`src/rtl/sr_alu_arb.sv`:
```
// Two-requester round-robin arbiter sharing one sr_alu, with registered response
// and a sticky saturation flag in the style of vxsat.

`ifndef ALU_ADD
`define ALU_ADD    3'b000
`define ALU_OR     3'b001
`define ALU_SRL    3'b010
`define ALU_SLTU   3'b011
`define ALU_SUB    3'b100
`define ALU_KSLL8  3'b101
`define ALU_KSLLI8 3'b110
`endif

module sr_alu (
  input  logic [31:0] srca_i,
  input  logic [31:0] srcb_i,
  input  logic [2:0]  oper_i,
  output logic        zero_o,
  output logic [31:0] result_o,
  output logic        ov_o
);

  // Signed byte shifted left by sh, clamped to [-128,127]; bit 8 flags a clamp.
  function automatic logic [8:0] ksll_sat(input logic signed [7:0] val,
                                          input logic [2:0] sh);
    logic signed [15:0] wide;
    wide = {{8{val[7]}}, val};
    wide = wide <<< sh;
    if (wide > 16'sd127)
      return {1'b1, 8'h7f};
    else if (wide < -16'sd128)
      return {1'b1, 8'h80};
    else
      return {1'b0, wide[7:0]};
  endfunction

  logic [31:0] ksll_res;
  logic        ksll_ov;
  logic [8:0]  lane;

  // KSLLI8 receives its immediate on srcB, so both forms share the lane logic.
  always_comb begin
    ksll_res = '0;
    ksll_ov  = 1'b0;
    lane     = '0;
    for (int i = 0; i < 4; i++) begin
      lane = ksll_sat($signed(srca_i[8*i +: 8]), srcb_i[2:0]);
      ksll_res[8*i +: 8] = lane[7:0];
      ksll_ov = ksll_ov | lane[8];
    end
  end

  always_comb begin
    case (oper_i)
      `ALU_OR:     result_o = srca_i | srcb_i;
      `ALU_SRL:    result_o = srca_i >> srcb_i[4:0];
      `ALU_SLTU:   result_o = {31'b0, srca_i < srcb_i};
      `ALU_SUB:    result_o = srca_i - srcb_i;
      `ALU_KSLL8:  result_o = ksll_res;
      `ALU_KSLLI8: result_o = ksll_res;
      default:     result_o = srca_i + srcb_i;
    endcase
  end

  // ov reflects the lane clamp regardless of opcode; the consumer must mask it.
  assign ov_o   = ksll_ov;
  assign zero_o = (result_o == 32'b0);

endmodule

module sr_alu_arb #(
  parameter bit PRIO_INIT = 1'b0
) (
  input  logic        clk,
  input  logic        rst,
  input  logic        req0_valid_i,
  output logic        req0_ready_o,
  input  logic [31:0] req0_srca_i,
  input  logic [31:0] req0_srcb_i,
  input  logic [2:0]  req0_oper_i,
  input  logic        req1_valid_i,
  output logic        req1_ready_o,
  input  logic [31:0] req1_srca_i,
  input  logic [31:0] req1_srcb_i,
  input  logic [2:0]  req1_oper_i,
  output logic        rsp0_valid_o,
  input  logic        rsp0_ready_i,
  output logic        rsp1_valid_o,
  input  logic        rsp1_ready_i,
  output logic [31:0] rsp_result_o,
  output logic        rsp_zero_o,
  output logic        rsp_ov_o,
  output logic        ov_sticky_o,
  input  logic        ov_clr_i,
  output logic        busy_o
);

  typedef enum logic [1:0] {IDLE, EXEC, RESP} state_t;

  state_t      state_q, state_d;
  logic        prio_q, prio_d;
  logic        owner_q, owner_d;
  logic [31:0] result_q, result_d;
  logic        zero_q, zero_d;
  logic        ov_q, ov_d;
  logic        sticky_q, sticky_d;
  logic [31:0] srca_q, srcb_q;
  logic [2:0]  oper_q;

  logic        grant, idle_ok, accept;
  logic [31:0] alu_result;
  logic        alu_zero, alu_ov, ov_masked;

  assign grant   = (req0_valid_i && req1_valid_i) ? prio_q : req1_valid_i;
  assign idle_ok = (state_q == IDLE) && !rst;
  assign req0_ready_o = idle_ok && !grant && req0_valid_i;
  assign req1_ready_o = idle_ok &&  grant && req1_valid_i;
  assign accept = req0_ready_o || req1_ready_o;

  sr_alu u_alu (
    .srca_i   (srca_q),
    .srcb_i   (srcb_q),
    .oper_i   (oper_q),
    .zero_o   (alu_zero),
    .result_o (alu_result),
    .ov_o     (alu_ov)
  );

  assign ov_masked = alu_ov && ((oper_q == `ALU_KSLL8) || (oper_q == `ALU_KSLLI8));

  // Operand capture happens only on the handshake edge; these are never reset.
  always_ff @(posedge clk) begin
    if (accept) begin
      srca_q <= grant ? req1_srca_i : req0_srca_i;
      srcb_q <= grant ? req1_srcb_i : req0_srcb_i;
      oper_q <= grant ? req1_oper_i : req0_oper_i;
    end
  end

  always_comb begin
    state_d  = state_q;
    prio_d   = prio_q;
    owner_d  = owner_q;
    result_d = result_q;
    zero_d   = zero_q;
    ov_d     = ov_q;
    sticky_d = sticky_q && !ov_clr_i;
    case (state_q)
      IDLE: begin
        if (accept) begin
          owner_d = grant;
          prio_d  = !grant;
          state_d = EXEC;
        end
      end
      EXEC: begin
        result_d = alu_result;
        zero_d   = alu_zero;
        ov_d     = ov_masked;
        if (ov_masked) sticky_d = 1'b1;
        state_d  = RESP;
      end
      RESP: begin
        if (owner_q ? rsp1_ready_i : rsp0_ready_i) state_d = IDLE;
      end
      default: state_d = IDLE;
    endcase
  end

  always_ff @(posedge clk or posedge rst) begin
    if (rst) begin
      state_q  <= IDLE;
      prio_q   <= PRIO_INIT;
      owner_q  <= 1'b0;
      result_q <= '0;
      zero_q   <= 1'b0;
      ov_q     <= 1'b0;
      sticky_q <= 1'b0;
    end else begin
      state_q  <= state_d;
      prio_q   <= prio_d;
      owner_q  <= owner_d;
      result_q <= result_d;
      zero_q   <= zero_d;
      ov_q     <= ov_d;
      sticky_q <= sticky_d;
    end
  end

  assign rsp0_valid_o = (state_q == RESP) && !owner_q;
  assign rsp1_valid_o = (state_q == RESP) &&  owner_q;
  assign rsp_result_o = result_q;
  assign rsp_zero_o   = zero_q;
  assign rsp_ov_o     = ov_q;
  assign ov_sticky_o  = sticky_q;
  assign busy_o       = (state_q != IDLE);

endmodule

```
`config.mk`:
```
export PLATFORM = sky130hd
export DESIGN_NAME = sr_alu_arb
export DESIGN_NICKNAME = d
export VERILOG_FILES = /design/src/rtl/sr_alu_arb.sv
export SDC_FILE = /design/constraint.sdc
export NUM_CORES = 1
export LEC_CHECK = 0
export BUFFER_PORTS_ARGS = -buffer_cell sky130_fd_sc_hd__buf_2
export CAP_MARGIN = 20
export CORE_ASPECT_RATIO = 1.2
export CORE_MARGIN = 5
export CORE_UTILIZATION = 36
export DETAILED_ROUTE_END_ITERATION = 8
export HOLD_SLACK_MARGIN = 0.15
export PLACE_DENSITY = 0.64
export SYNTH_ARGS = -nofsm -noshare
export SYNTH_HDL_FRONTEND = slang
export SYNTH_SLANG_ARGS = --single-unit
```
`constraint.sdc`:
```
create_clock -name clk -period 12.7 [get_ports clk]
set_clock_uncertainty 0.1 [all_clocks]
set_input_delay 0 -clock clk [delete_from_list [all_inputs] [get_ports clk]]
set_output_delay 0 -clock clk [all_outputs]
set_load 0.02 [all_outputs]
```
## After elaboration in Yosys (flattened, before gate mapping)

Index checks and enable logic that the tools add are counted.

| operators by class | value |
|---|---|
| add/sub/neg operators | 2 |
| order comparisons | 9 |
| equality and inequality tests | 10 |
| shift-type cells | 5 |
| muxes and demuxes | 19 |
| bitwise logic cells | 4 |
| reductions and logical operators | 22 |

Operator list:

| operator | number |
|---|---|
| 32-bit one-hot mux with 5 select lines | 1 |
| 9-bit two-way mux | 8 |
| 16-bit by 8-bit greater-than comparator with 1-bit output (second input constant) | 4 |
| 16-bit by 8-bit less-than comparator with 1-bit output (second input constant) | 4 |
| 32-bit two-way mux | 2 |
| 8-bit by 3-bit <<< shifter with 16-bit output | 4 |
| 32-bit adder | 1 |
| 32-bit zero test | 1 |
| 32-bit less-than comparator | 1 |
| 32-bit OR | 1 |
| 32-bit by 5-bit >> shifter with 32-bit output | 1 |
| 32-bit subtractor | 1 |
| 1-bit logical AND | 10 |
| 3-bit equality test (second input constant) | 3 |
| 3-bit by 2-bit equality test with 1-bit output (second input constant) | 2 |
| 2-bit one-hot mux with 3 select lines | 1 |
| 1-bit zero test | 4 |
| 1-bit two-way mux | 4 |
| 2-bit two-way mux | 2 |
| 2-bit != test (second input constant) | 2 |
| 2-bit AND reduction | 2 |
| 3-bit by 1-bit equality test with 1-bit output (second input constant) | 1 |
| 3-bit two-way mux | 1 |
| 1-bit OR | 3 |
| 6 further kinds | 7 |

| storage, ports and cells | value |
|---|---|
| bits in registers | 106 |
| input bits | 141 |
| word-level logic and storage cells | 81 |

## Depth between registers and ports, before layout

| logic depth | value |
|---|---|
| depth in word-level cells | 10 |
| mapped depth | 19 |
| gate-level depth less buffers | 15 |

## Hierarchy

Synthesis repeated with hierarchy kept, for this count alone.

| unflattened totals | value |
|---|---|
| cell total of the unflattened synthesis | 1637 |
| area total of the unflattened synthesis | 13599.3 um^2 |

By module, submodules not included:

| module | times used | cells each | area an instance (um^2) | sequential area each (um^2) |
|---|---|---|---|---|
| sr_alu | 1 | 1391 | 9218.8 | 0.0 |
| sr_alu_arb | 1 | 246 | 4380.5 | 2987.9 |

## Worst setup path after synthesis

Ideal clock, no wire load.

| timing path | value |
|---|---|
| path type | register -> register |
| start | reg srcb_q[2] |
| end | reg zero_q, in the netlist rsp_zero_o |
| setup time | 0.076 ns |
| arrival | 4.496 ns |
| data required time | 12.524 ns |
| path slack | 8.027 ns |
| stages on the path, launching flop included | 19 |
| clock period less this slack | 4.673 ns |
| cell sequence | edfxtp_1 > buf_2 > buf_2 > clkinv_1 > clkbuf_1 > clkbuf_1 > ha_1 > clkbuf_1 > a21o_1 > a221o_1 > xnor2_1 > o22ai_1 > or4_4 > nor4_2 > nand4_1 > or4_1 > nor4b_2 > nand2_1 > o21ai_1 |

| between the ends | value |
|---|---|
| longest elaborated chain between the ends | 6 |

Ends and longest elaborated chain:

| what | RTL line | source |
|---|---|---|
| start: declaration | 107 | `logic [31:0] srca_q, srcb_q;` |
| start signal: assignment | 135 | `srcb_q <= grant ? req1_srcb_i : req0_srcb_i;` |
| 8-bit by 3-bit <<< shifter with 16-bit output | 28 | `wide = wide <<< sh;` |
| 16-bit by 8-bit less-than comparator with 1-bit output | 31 | `else if (wide < -16'sd128)` |
| 9-bit two-way mux | 31 |  |
| 9-bit two-way mux | 29 | `if (wide > 16'sd127)` |
| 32-bit one-hot mux with 5 select lines (*) | 54 | `case (oper_i)` |
| 32-bit zero test (*) | 67 | `assign zero_o = (result_o == 32'b0);` |
| end signal: assignment | 184 | `zero_q <= zero_d;` |
| end: declaration | 104 | `logic zero_q, zero_d;` |

Mark *: on every way between the ends. The rest lies on a longest branch, timed or not.
A chain may end at the register's enable or synchronous reset.

## Final worst setup path

| timing path | value |
|---|---|
| start | reg srcb_q[3] |
| end | reg zero_q, in the netlist rsp_zero_o |

| between the ends | value |
|---|---|
| longest elaborated chain between the ends | 3 |

Ends and longest elaborated chain:

| what | RTL line | source |
|---|---|---|
| 32-bit adder, or another cell as far along | 61 | `default: result_o = srca_i + srcb_i;` |
| 32-bit one-hot mux with 5 select lines (*) | 54 |  |
| 32-bit zero test (*) | 67 |  |

Marks and branches as above.

==> flow_summary.ini <==
[final_layout]
n_fill_cell = 3689
synthToLayoutAreaGrowth_pct = 22.21
fin_nets = 2051
antennaDiodeCount = 0
utilization_pct = 44.35
drive_above_1_share_pct = 20.43

[pwr]
clkPwrFrac_pct = 11.2
p_comb_share_pct = 65.1
p_sw_mw = 1.297
p_sw_share_pct = 50.63
vdd_ir_drop_max_uv = 59.95
leakagePower_nw = 6.736
fin_total_pwr_mw = 2.561
pwr-share-seq_pct = 23.7
power_density_nw_per_um2 = 161.5
p_int_mw = 1.264

[place]
place_ws_ps = 7375
dpl.hpwl_um = 38690
port_buffers = 180
gp_congestion = 1.052

[synth]
synth-adder-area-share_pct = 9.662
synthesis.area_um2 = 12980
ys_types = 93
syn_inst = 1575
synth_top_family_by_area = compound AO/OA/AOI/OAI gates
synth_warnings = 0
synth-edff-count = 67
synthSimpleGateAreaFrac_pct = 16.54
synth_top_cell_by_area = edfxtp_1
muxShareOfSynthArea_pct = 15.64
synth_ff_type = edfxtp_1
synth_seq_cells = 106
yosys-top-cells-area = edfxtp_1 (16%), ha_1 (9.4%), mux2_2 (8.3%)
synth_compound_area_share_pct = 27.21
synth_top_area_share_pct = 15.50
synth_async_sr_flop_share_pct = 36.79
ys_seq_area_share_pct = 23.03
yosys.area_share.xor_xnor_pct = 1.147
avgSynthCellArea_um2 = 8.239
syn-num-nets = 1815

[clock_network]
cts.hold.buffers_added = 141
insertion_delay_ps = 380
cts_root_buf = clkbuf_16
tritoncts = built
cts_setup_buffers = 0
ctsResizeCount = 0
cts_max_level = 3
clock_sinks = 106
path_clk_slew_ps = 80
cts-buffers-inserted = 9
cts_buffer_depth = 2

[global_route]
grt.overflow.total = 0
grt_max_degree = 93
grt_use_total_pct = 25.14
first_global_vias = 13250
grt_pass1_wl_um = 79070
antenna_found_initial = 0

[critical_path]
cp.arrival_ps = 5760
critPathRequiredTime_ps = 12910
reg2reg_slack_ps = 7150
endpoint_kind = register
crit_path_max_fanout = 23
critPathLaunchType = register
crit_type = register to register

[sta]
fin_hold_ws_ps = 242.8
period_share_pct = 43.69
rsz0062_at_grt = false
slew_headroom_pct = 22.02
fmax_ghz = 0.1802
finalSetupTns_ps = 0
post-route-min-period_ps = 5549
layout_setup_ws_ps = 7151
hold_violations = 0
tightest_slew_ps = 1154
drv_slew = 0
setup_violations = 0

[floorplanning]
core_um2 = 35750
die_h_um = 218.0
num_rows = 76
die-area_um2 = 39960
top_level_ports = 181
die_w_um = 183.3
start_util_pct = 36.29

[route]
first_pass_iters = 6
drtAntennaViolNets = 0
drc = 0
drt-total-wl_um = 51680
first_iter_violations = 1693
dr_total_vias = 13840
via_per_inst = 6.059
drt-wirelength-per-cell_um = 22.63

[hold_path]
hold_path_class = input port to async pin

[run_status]
status = finished, final reports clean

[run]
maxCapViolations = 0
[registers in the layout, summed over array words and instances, names as in the netlist, 2 cells and up]
name / cells
oper_q: 3
rsp_result_o: 32
srca_q: 32
srcb_q: 32
state_q: 2
[per-layer routing]
metal,vias up,global-route usage [%],part of all wire (%)
li1,6355,-,-
met1,6602,34.89,42
met2,754,39.00,45
met3,128,4.404,9.7
met4,0,9.637,4.2
met5,-,0,0
[final cells by class]
| class | count | area (um2) | area share [%] |
|---|---|---|---|
| clock inverter | 4 | 33.78 | 0.2130 |
| inverter | 101 | 379.1 | 2.391 |
| tap | 468 | 585.6 | 3.693 |
| multi-input combinational | 1250 | 9136 | 57.61 |
| clock buffer | 12 | 257.7 | 1.625 |
| sequential | 106 | 2988 | 18.84 |
| timing repair buffer | 343 | 2477 | 15.62 |
[placed cells by master, fill, tap and decap left out, drive strengths merged, types with 25 or more instances in the layout]
cell / n
inv: 99
edfxtp: 67
a21o: 25
o22ai: 27
dfrtp: 39
buf: 202
nor2: 125
mux2i: 52
dlygate4sd3: 141
a21oi: 124
ha: 97
o21ai: 88
mux2: 96
nor3: 42
nand2: 154
[worst paths after layout]
check | from | to | cells past startpoint
worst max-delay path | srcb_q[3]$_DFFE_PP_ | rsp_zero_o$_DFFE_PP0N_ | 13
worst min-delay path | rst | prio_q$_DFFE_PP0P_ | 4
worst max register to register | srcb_q[3]$_DFFE_PP_ | rsp_zero_o$_DFFE_PP0N_ | 13
worst min register to register | rsp_result_o[8]$_DFFE_PP0N_ | rsp_result_o[8]$_DFFE_PP0N_ | 2
max in group asynchronous | rst | rsp_result_o[2]$_DFFE_PP0N_ | 4
min in group clk | ov_clr_i | ov_sticky_o$_DFF_PP0_ | 4
[critical path, cell delays in order (launching register included)]
cell,delay [ps]
edfxtp_1,320
buf_4,260
clkinv_1,590
ha_1,640
o31ai_1,810
o31ai_1,210
xnor2_1,210
nor2_1,60
a2111oi_0,840
nand4_1,310
or4_1,620
nor4b_2,280
nand2_1,80
o21ai_1,130
[cell usage after synthesis, types with 13 or more instances]
cell type / count
nand2_1: 154
nor2_1: 125
a21oi_1: 124
ha_1: 97
inv_1: 97
mux2_2: 96
o21ai_0: 85
clkbuf_1: 75
edfxtp_1: 67
mux2i_1: 52
nor3_1: 42
dfrtp_1: 39
buf_2: 28
o22ai_1: 27
a21o_1: 25
o221ai_1: 23
a31oi_1: 22
nand2b_1: 22
a211oi_1: 21
nand3_1: 20
mux4_2: 19
nor2b_1: 15
o211ai_1: 13
o21bai_1: 13
xnor2_1: 13
[cells by family after synthesis]
logic type | after synthesis
adders and majority gates | 99
AOI/OAI and AO/OA | 512
DFF | 106
buffers and inverters | 219
muxes | 167
and+or+nand+nor | 455
xor gates and xnor gates | 17
[power groups by stage]
stage / Combinational (mW) / Sequential (mW) / Clock [mW]
floorplan: 1.07 / 0.601 / 0
global placement: 1.55 / 0.606 / 0
detailed placement: 1.56 / 0.608 / 0
CTS: 1.63 / 0.601 / 0.295
global route: 1.80 / 0.616 / 0.306
finish: 1.67 / 0.606 / 0.286
[metrics by stage]
stage | instance area (um2) | std cells
5_1_grt | 15860 | 2284
6_report | 15860 | 2284
4_1_cts | 15860 | 2284
3_3_place_gp | 14150 | 2127
2_1_floorplan | 12980 | 1575
3_5_place_dp | 14150 | 2127
Note: power is estimated with default switching activity, not from simulation.
